$ cat src/rtl/fifo_scan_param.sv
// fifo_scan_param: parametrised synchronous FIFO with registered request inputs,
// occupancy/level flags, sticky overflow/underflow and a mux-D scan chain that
// covers every control and datapath flop except the storage array.
module fifo_scan_param #(
    parameter int unsigned DATA_W   = 17,
    parameter int unsigned DEPTH    = 8,
    parameter int unsigned AF_LEVEL = DEPTH - 2,
    parameter int unsigned AE_LEVEL = 2,
    localparam int unsigned AW      = $clog2(DEPTH)
) (
    input  logic              clk,
    input  logic              rst_n,
    input  logic              w_en,
    input  logic              r_en,
    input  logic [DATA_W-1:0] data_in,
    input  logic              clr_err,
    output logic [DATA_W-1:0] data_out,
    output logic              full,
    output logic              empty,
    output logic              almost_full,
    output logic              almost_empty,
    output logic [AW:0]       count,
    output logic              overflow,
    output logic              underflow,
    input  logic              TM,
    input  logic              SI,
    output logic              SO
);

    localparam int unsigned CW = AW + 1;
    // Scan chain length excluding the SO flop.
    localparam int unsigned CH = 2 * CW + 2 * DATA_W + 4;

    localparam logic [AW:0] DEPTH_C = CW'(DEPTH);
    localparam logic [AW:0] AF_C    = CW'(AF_LEVEL);
    localparam logic [AW:0] AE_C    = CW'(AE_LEVEL);
    localparam logic [AW:0] ONE_C   = CW'(1);

    // Registered state
    logic              r_en_q, r_en_d;
    logic              w_en_q, w_en_d;
    logic [AW:0]       r_ptr_q, r_ptr_d;
    logic [AW:0]       w_ptr_q, w_ptr_d;
    logic [DATA_W-1:0] din_q, din_d;
    logic [DATA_W-1:0] dout_q, dout_d;
    logic              ovf_q, ovf_d;
    logic              udf_q, udf_d;
    logic              so_q, so_d;

    // Storage (not reset, not scanned)
    logic [DATA_W-1:0] mem [DEPTH];

    // Status and handshake terms
    logic [AW:0]       count_w;
    logic              full_w;
    logic              empty_w;
    logic              rd_ok;
    logic              wr_ok;
    logic [CH-1:0]     chain_cur;
    logic [CH-1:0]     chain_nxt;

    // Occupancy and flags straight from the pointers (also valid while shifting).
    always_comb begin
        count_w = w_ptr_q - r_ptr_q;
        full_w  = (count_w == DEPTH_C);
        empty_w = (count_w == '0);
        rd_ok   = r_en_q & ~empty_w;
        wr_ok   = w_en_q & (~full_w | rd_ok);
    end

    // Chain vector: bit 0 is nearest SI, the top bit (underflow) feeds SO.
    always_comb begin
        chain_cur = {udf_q, ovf_q, dout_q, din_q, w_ptr_q, r_ptr_q, w_en_q, r_en_q};
        chain_nxt = {chain_cur[CH-2:0], SI};
    end

    // Next-state selection: one-position shift in scan mode, FIFO behaviour otherwise.
    always_comb begin
        r_en_d  = r_en_q;
        w_en_d  = w_en_q;
        r_ptr_d = r_ptr_q;
        w_ptr_d = w_ptr_q;
        din_d   = din_q;
        dout_d  = dout_q;
        ovf_d   = ovf_q;
        udf_d   = udf_q;
        so_d    = so_q;

        if (TM) begin
            {udf_d, ovf_d, dout_d, din_d, w_ptr_d, r_ptr_d, w_en_d, r_en_d} = chain_nxt;
            so_d = udf_q;
        end else begin
            r_en_d = r_en;
            w_en_d = w_en;
            din_d  = data_in;

            if (rd_ok) begin
                dout_d  = mem[r_ptr_q[AW-1:0]];
                r_ptr_d = r_ptr_q + ONE_C;
            end

            if (wr_ok) begin
                w_ptr_d = w_ptr_q + ONE_C;
            end

            // Set condition takes priority over the clear.
            if (w_en_q && full_w && !rd_ok) begin
                ovf_d = 1'b1;
            end else if (clr_err) begin
                ovf_d = 1'b0;
            end

            if (r_en_q && empty_w) begin
                udf_d = 1'b1;
            end else if (clr_err) begin
                udf_d = 1'b0;
            end
        end
    end

    // Control and datapath flops, all on the scan chain.
    always_ff @(posedge clk or negedge rst_n) begin
        if (!rst_n) begin
            r_en_q  <= 1'b0;
            w_en_q  <= 1'b0;
            r_ptr_q <= '0;
            w_ptr_q <= '0;
            din_q   <= '0;
            dout_q  <= '0;
            ovf_q   <= 1'b0;
            udf_q   <= 1'b0;
            so_q    <= 1'b0;
        end else begin
            r_en_q  <= r_en_d;
            w_en_q  <= w_en_d;
            r_ptr_q <= r_ptr_d;
            w_ptr_q <= w_ptr_d;
            din_q   <= din_d;
            dout_q  <= dout_d;
            ovf_q   <= ovf_d;
            udf_q   <= udf_d;
            so_q    <= so_d;
        end
    end

    // Storage write; suppressed while shifting so scanned pointer bits cannot corrupt it.
    always_ff @(posedge clk) begin
        if (!TM && wr_ok) begin
            mem[w_ptr_q[AW-1:0]] <= din_q;
        end
    end

    // Output drive
    always_comb begin
        data_out     = dout_q;
        count        = count_w;
        full         = full_w;
        empty        = empty_w;
        almost_full  = (count_w >= AF_C);
        almost_empty = (count_w <= AE_C);
        overflow     = ovf_q;
        underflow    = udf_q;
        SO           = so_q;
    end

endmodule
$ cat config.mk
export PLATFORM = sky130hd
export DESIGN_NAME = fifo_scan_param
export DESIGN_NICKNAME = d
export VERILOG_FILES = /design/src/rtl/fifo_scan_param.sv
export SDC_FILE = /design/constraint.sdc
export NUM_CORES = 1
export LEC_CHECK = 0
export CAP_MARGIN = 20
export CORE_ASPECT_RATIO = 0.75
export CORE_MARGIN = 5
export CORE_UTILIZATION = 45
export DETAILED_ROUTE_END_ITERATION = 8
export HOLD_SLACK_MARGIN = 0.06
export PLACE_DENSITY = 0.63
export SLEW_MARGIN = 20
export SYNTH_ARGS = -nofsm -noshare
export SYNTH_HDL_FRONTEND = slang
export SYNTH_SLANG_ARGS = --single-unit
$ cat constraint.sdc
create_clock -name clk -period 5.7 [get_ports clk]
set_clock_uncertainty 0.05 [all_clocks]
set_input_delay 0.57 -clock clk [delete_from_list [all_inputs] [get_ports clk]]
set_output_delay 0.57 -clock clk [all_outputs]
set_load 0.03 [all_outputs]
==> results list <==
* Result of the run: complete, no violations
* Placed Cells incl. Taps: 748
- Max Fanout on Critical Path: 39
- Overall routed net length: 15800 um
- Sort of element at the start of the critical path: register
* Net count of the finished layout: 582
- Filler Cell Count: 1354
* Via count of the first global-routing pass: 4319
- From left edge to right edge, the die measures 160 um.
- CP peak stage delay: 0.71 ns
- Adding up every negative setup slack in the final design gives 0 ns.
- Number of placed I/O pins: 52
* ANT cells: 0
- Full die area: 19500 um2
- The first TritonRoute pass finished after 4 iterations.
* Register bit total from synthesis: 183
- The area growth from synthesis to layout is 18.3%.
* Post-Route Hold Slack: 0.221 ns
- The number of cells on the worst reg-to-reg path is 9.
- After synthesis, the netlist uses 46 different library cells.
- Leaving out filler cells and counting taps, the final layout contains 780.
- Per report_power, the clock group accounts for 23.9% of the total.
- The detail route stage leaves a number of antenna-violating nets equal to 0.
* Net Count, Synth: 522
- After synthesis the cells add up to 7560 um2.
* Total leakage power: 3.17 nW
- Worst-path clk slew: 0.07 ns
- Class of the tightest hold or removal check: primary input to async pin
- The initial antenna violation count was 0.
* Crit path arrival time: 3.28 ns
- The largest individual stage delay along the critical path comes from the cell sky130_fd_sc_hd__clkdlybuf4s50_1.
* Final setup violation count: 0
- After clock tree synthesis, the setup repair step added 0 buffers.
- The startpoint identified for the worst register-to-register timing path is r_ptr_q[0].
- Commonest non-fill, non-tap cells in the layout: sky130_fd_sc_hd__edfxtp_1 (136), sky130_fd_sc_hd__clkdlybuf4s50_1 (49), sky130_fd_sc_hd__dfrtp_1 (46)
- CP Capture Type: output port
- Die height: 122 um
* Final global-route overflow total: 0
- Setup repair after global routing left no endpoint under its margin.
* Global Route Usage Sum: 16.9%
* CTS tree: yes
- Entering global routing, the biggest net connects 48 pins.
* Per-cell routed wire length: 20.3 um
* Post-cts resize count: 0
- Net Sw Frac: 37.4%
- Commonest register cell after synthesis: sky130_fd_sc_hd__edfxtp_1
- Final Slew Violations: 0
- The library cell used most frequently in the layout, excluding fill and tap cells, is sky130_fd_sc_hd__edfxtp_1.
* Via density per instance: 5.49
- Portion of total power attributed to sequential cells: 38.0%
* Share of final-layout standard cells stronger than drive strength 1: 18.2%
* Hold Buf Count CTS: 0
- Power spread over the standard cell area amounts to 535 nW/um2.
- The critical path is of the register to output port type.
- Via total after detailed routing: 4284
- The first global-routing pass estimated 25100 um of wire.
- Counting the buffers created by CTS gives 17.
* H-tree lvl count: 4
- Max-capacitance violation count: 0
- Worst voltage drop across the vdd grid: 0.359 mV
- Total power after layout: 4.78 mW
* Worst slew margin: 33.5%
- For this run, the number of Yosys warnings is 0.
* Synthesized area per cell: 15.4 um2
* F_max: 0.257 GHz
- At the end of routability-driven placement, the weighted congestion stood at 0.738.
- Worst setup slack for register-to-register paths: 2.28 ns
* WP data required: 5.08 ns
- Core utilization of the finished layout: 53.7%
- Clock period minus worst slack: 3.90 ns
- For this run, design rule violations remaining after detail routing come to 0.
* Initial DRC count: 239
- Crit share post-route: 68.4%
- The count of buffers added on input and output ports is 51.
- After synthesis, the share of flip-flops with an asynchronous set or reset is 25.7%.
- For this design, the sink count on the clock tree is 183.
- Number of standard-cell rows in the floorplan: 41
- The later pin in the worst-skew pair is clocked with a latency of 0.42 ns.
- The worst register-to-register path ends at mem[5][7].
* Placeable core area: 16700 um2
- Of the total power, combinational logic draws 38.0%.
* Max clock buf depth: 2
- The critical path goes through buf_4, inv_1, ha_1, a21oi_1, a21oi_1, nor2_1, inv_1, a211oi_1, clkdlybuf4s50_1.
* Int Pwr: 2.99 mW
- For this design the total switching power over the nets is 1.79 mW.
* Actual slew at the worst max-slew pin: 0.997 ns
- Once the floorplan was initialized, standard cells occupied 45.4% of the core.
- Counting flops with a built-in enable in the synthesized netlist gives 136.
* Clock tree root driver cell: sky130_fd_sc_hd__clkbuf_16
- Of the synthesized area, sequential elements account for 69.5%.
- Synthesized instance count: 492
- The HPWL after detailed placement is 9420 um.
- The final hold violation count was 0.
stage by stage:
step	cell area [um2]	setup WS (ns)
2_1_floorplan	7560	1.29
3_3_place_gp	8360	2.37
3_5_place_dp	8370	2.27
4_1_cts	8940	1.79
5_1_grt	8950	1.59
6_report	8950	1.80
cells in the mapped netlist, types with 2 or more instances:
library cell               number  area [um2]
sky130_fd_sc_hd__nor2b_1       19         119
sky130_fd_sc_hd__a31oi_1       35         219
sky130_fd_sc_hd__a21oi_1       23         115
sky130_fd_sc_hd__nand2_1       45         169
sky130_fd_sc_hd__o21ai_0        4        20.0
sky130_fd_sc_hd__mux4_2        17         383
sky130_fd_sc_hd__ha_1           5        62.6
sky130_fd_sc_hd__nand2b_1       2        12.5
sky130_fd_sc_hd__nor2_1        23        86.3
sky130_fd_sc_hd__clkbuf_1      15        56.3
sky130_fd_sc_hd__nor4_1         7        43.8
sky130_fd_sc_hd__edfxtp_1     136        4080
sky130_fd_sc_hd__nor3_1         2        10.0
sky130_fd_sc_hd__mux2i_1       36         360
sky130_fd_sc_hd__nand3_1        2        10.0
sky130_fd_sc_hd__buf_1          2        7.51
sky130_fd_sc_hd__or3_1          2        12.5
sky130_fd_sc_hd__o21ai_1        4        20.0
sky130_fd_sc_hd__inv_1         10        37.5
sky130_fd_sc_hd__xnor2_1        5        43.8
sky130_fd_sc_hd__buf_4          8        60.1
sky130_fd_sc_hd__dfrtp_1       47        1180
sky130_fd_sc_hd__mux2_2        20         225
cells by family after synthesis:
family / after synthesis / synth area share [%]
buffers and inverters: 39 / 2.45
adders and majority gates: 6 / 1.09
DFF: 183 / 69.5
muxes: 73 / 12.8
AOI/OAI and AO/OA: 76 / 6.25
xor gates and xnor gates: 7 / 0.910
and+or+nand+nor: 108 / 6.96
power by group through the flow:
stage	Clock, mW	Sequential (mW)	Combinational, mW
after floorplan	0	1.92	1.12
after global placement	0	1.84	1.79
after detailed placement	0	1.85	1.83
after CTS	1.17	1.82	1.84
after global routing	1.23	1.85	1.97
final	1.15	1.82	1.82
worst max path at each step:
| stage | from | endpoint | slack, ns | cells after the start |
|---|---|---|---|---|
| final | r_ptr_q[2] | almost_empty | 1.80 | 9 |
| after global routing | r_ptr_q[2] | almost_empty | 1.59 | 9 |
| after CTS | r_ptr_q[2] | almost_full | 1.79 | 8 |
| after detailed placement | r_ptr_q[2] | almost_full | 2.27 | 8 |
| after global placement | r_ptr_q[2] | almost_empty | 2.37 | 9 |
| after floorplan | r_ptr_q[2] | mem[0][0] | 1.29 | 10 |
worst max-delay path, delay by kind of cell (launching register included):
family,cells,cell delay [ns]
and+or+nand+nor,1,0.21
DFF,1,0.33
buffers and inverters,4,1.33
AOI/OAI and AO/OA,3,0.58
adders and majority gates,1,0.40
layout make-up:
cell class	count	area, um2	share of cell area (%)
multi-input cells	270	2160	24.2
repair buffers	68	636	7.10
clock buffers	19	443	4.95
flip-flops and latches	183	5260	58.8
well taps	215	269	3.01
inverters	12	45.0	0.503
clock inverters	13	131	1.47
registers in the layout, indices dropped and copies added, names as in the netlist:
name,flops
mem,136
data_out,17
din_q,17
r_ptr_q,4
w_ptr_q,4
SO,1
overflow,1
r_en_q,1
underflow,1
w_en_q,1
metal layers:
layer  global-route usage (%)  share of wire [%]  routed length, um
met3                     4.60                6.2                983
met2                     26.1                 45               7150
met1                     24.3                 48               7560
met5                        0                  0                  0
met4                     3.85               0.68                107
No activity file was read; power rests on OpenSTA's default activity.
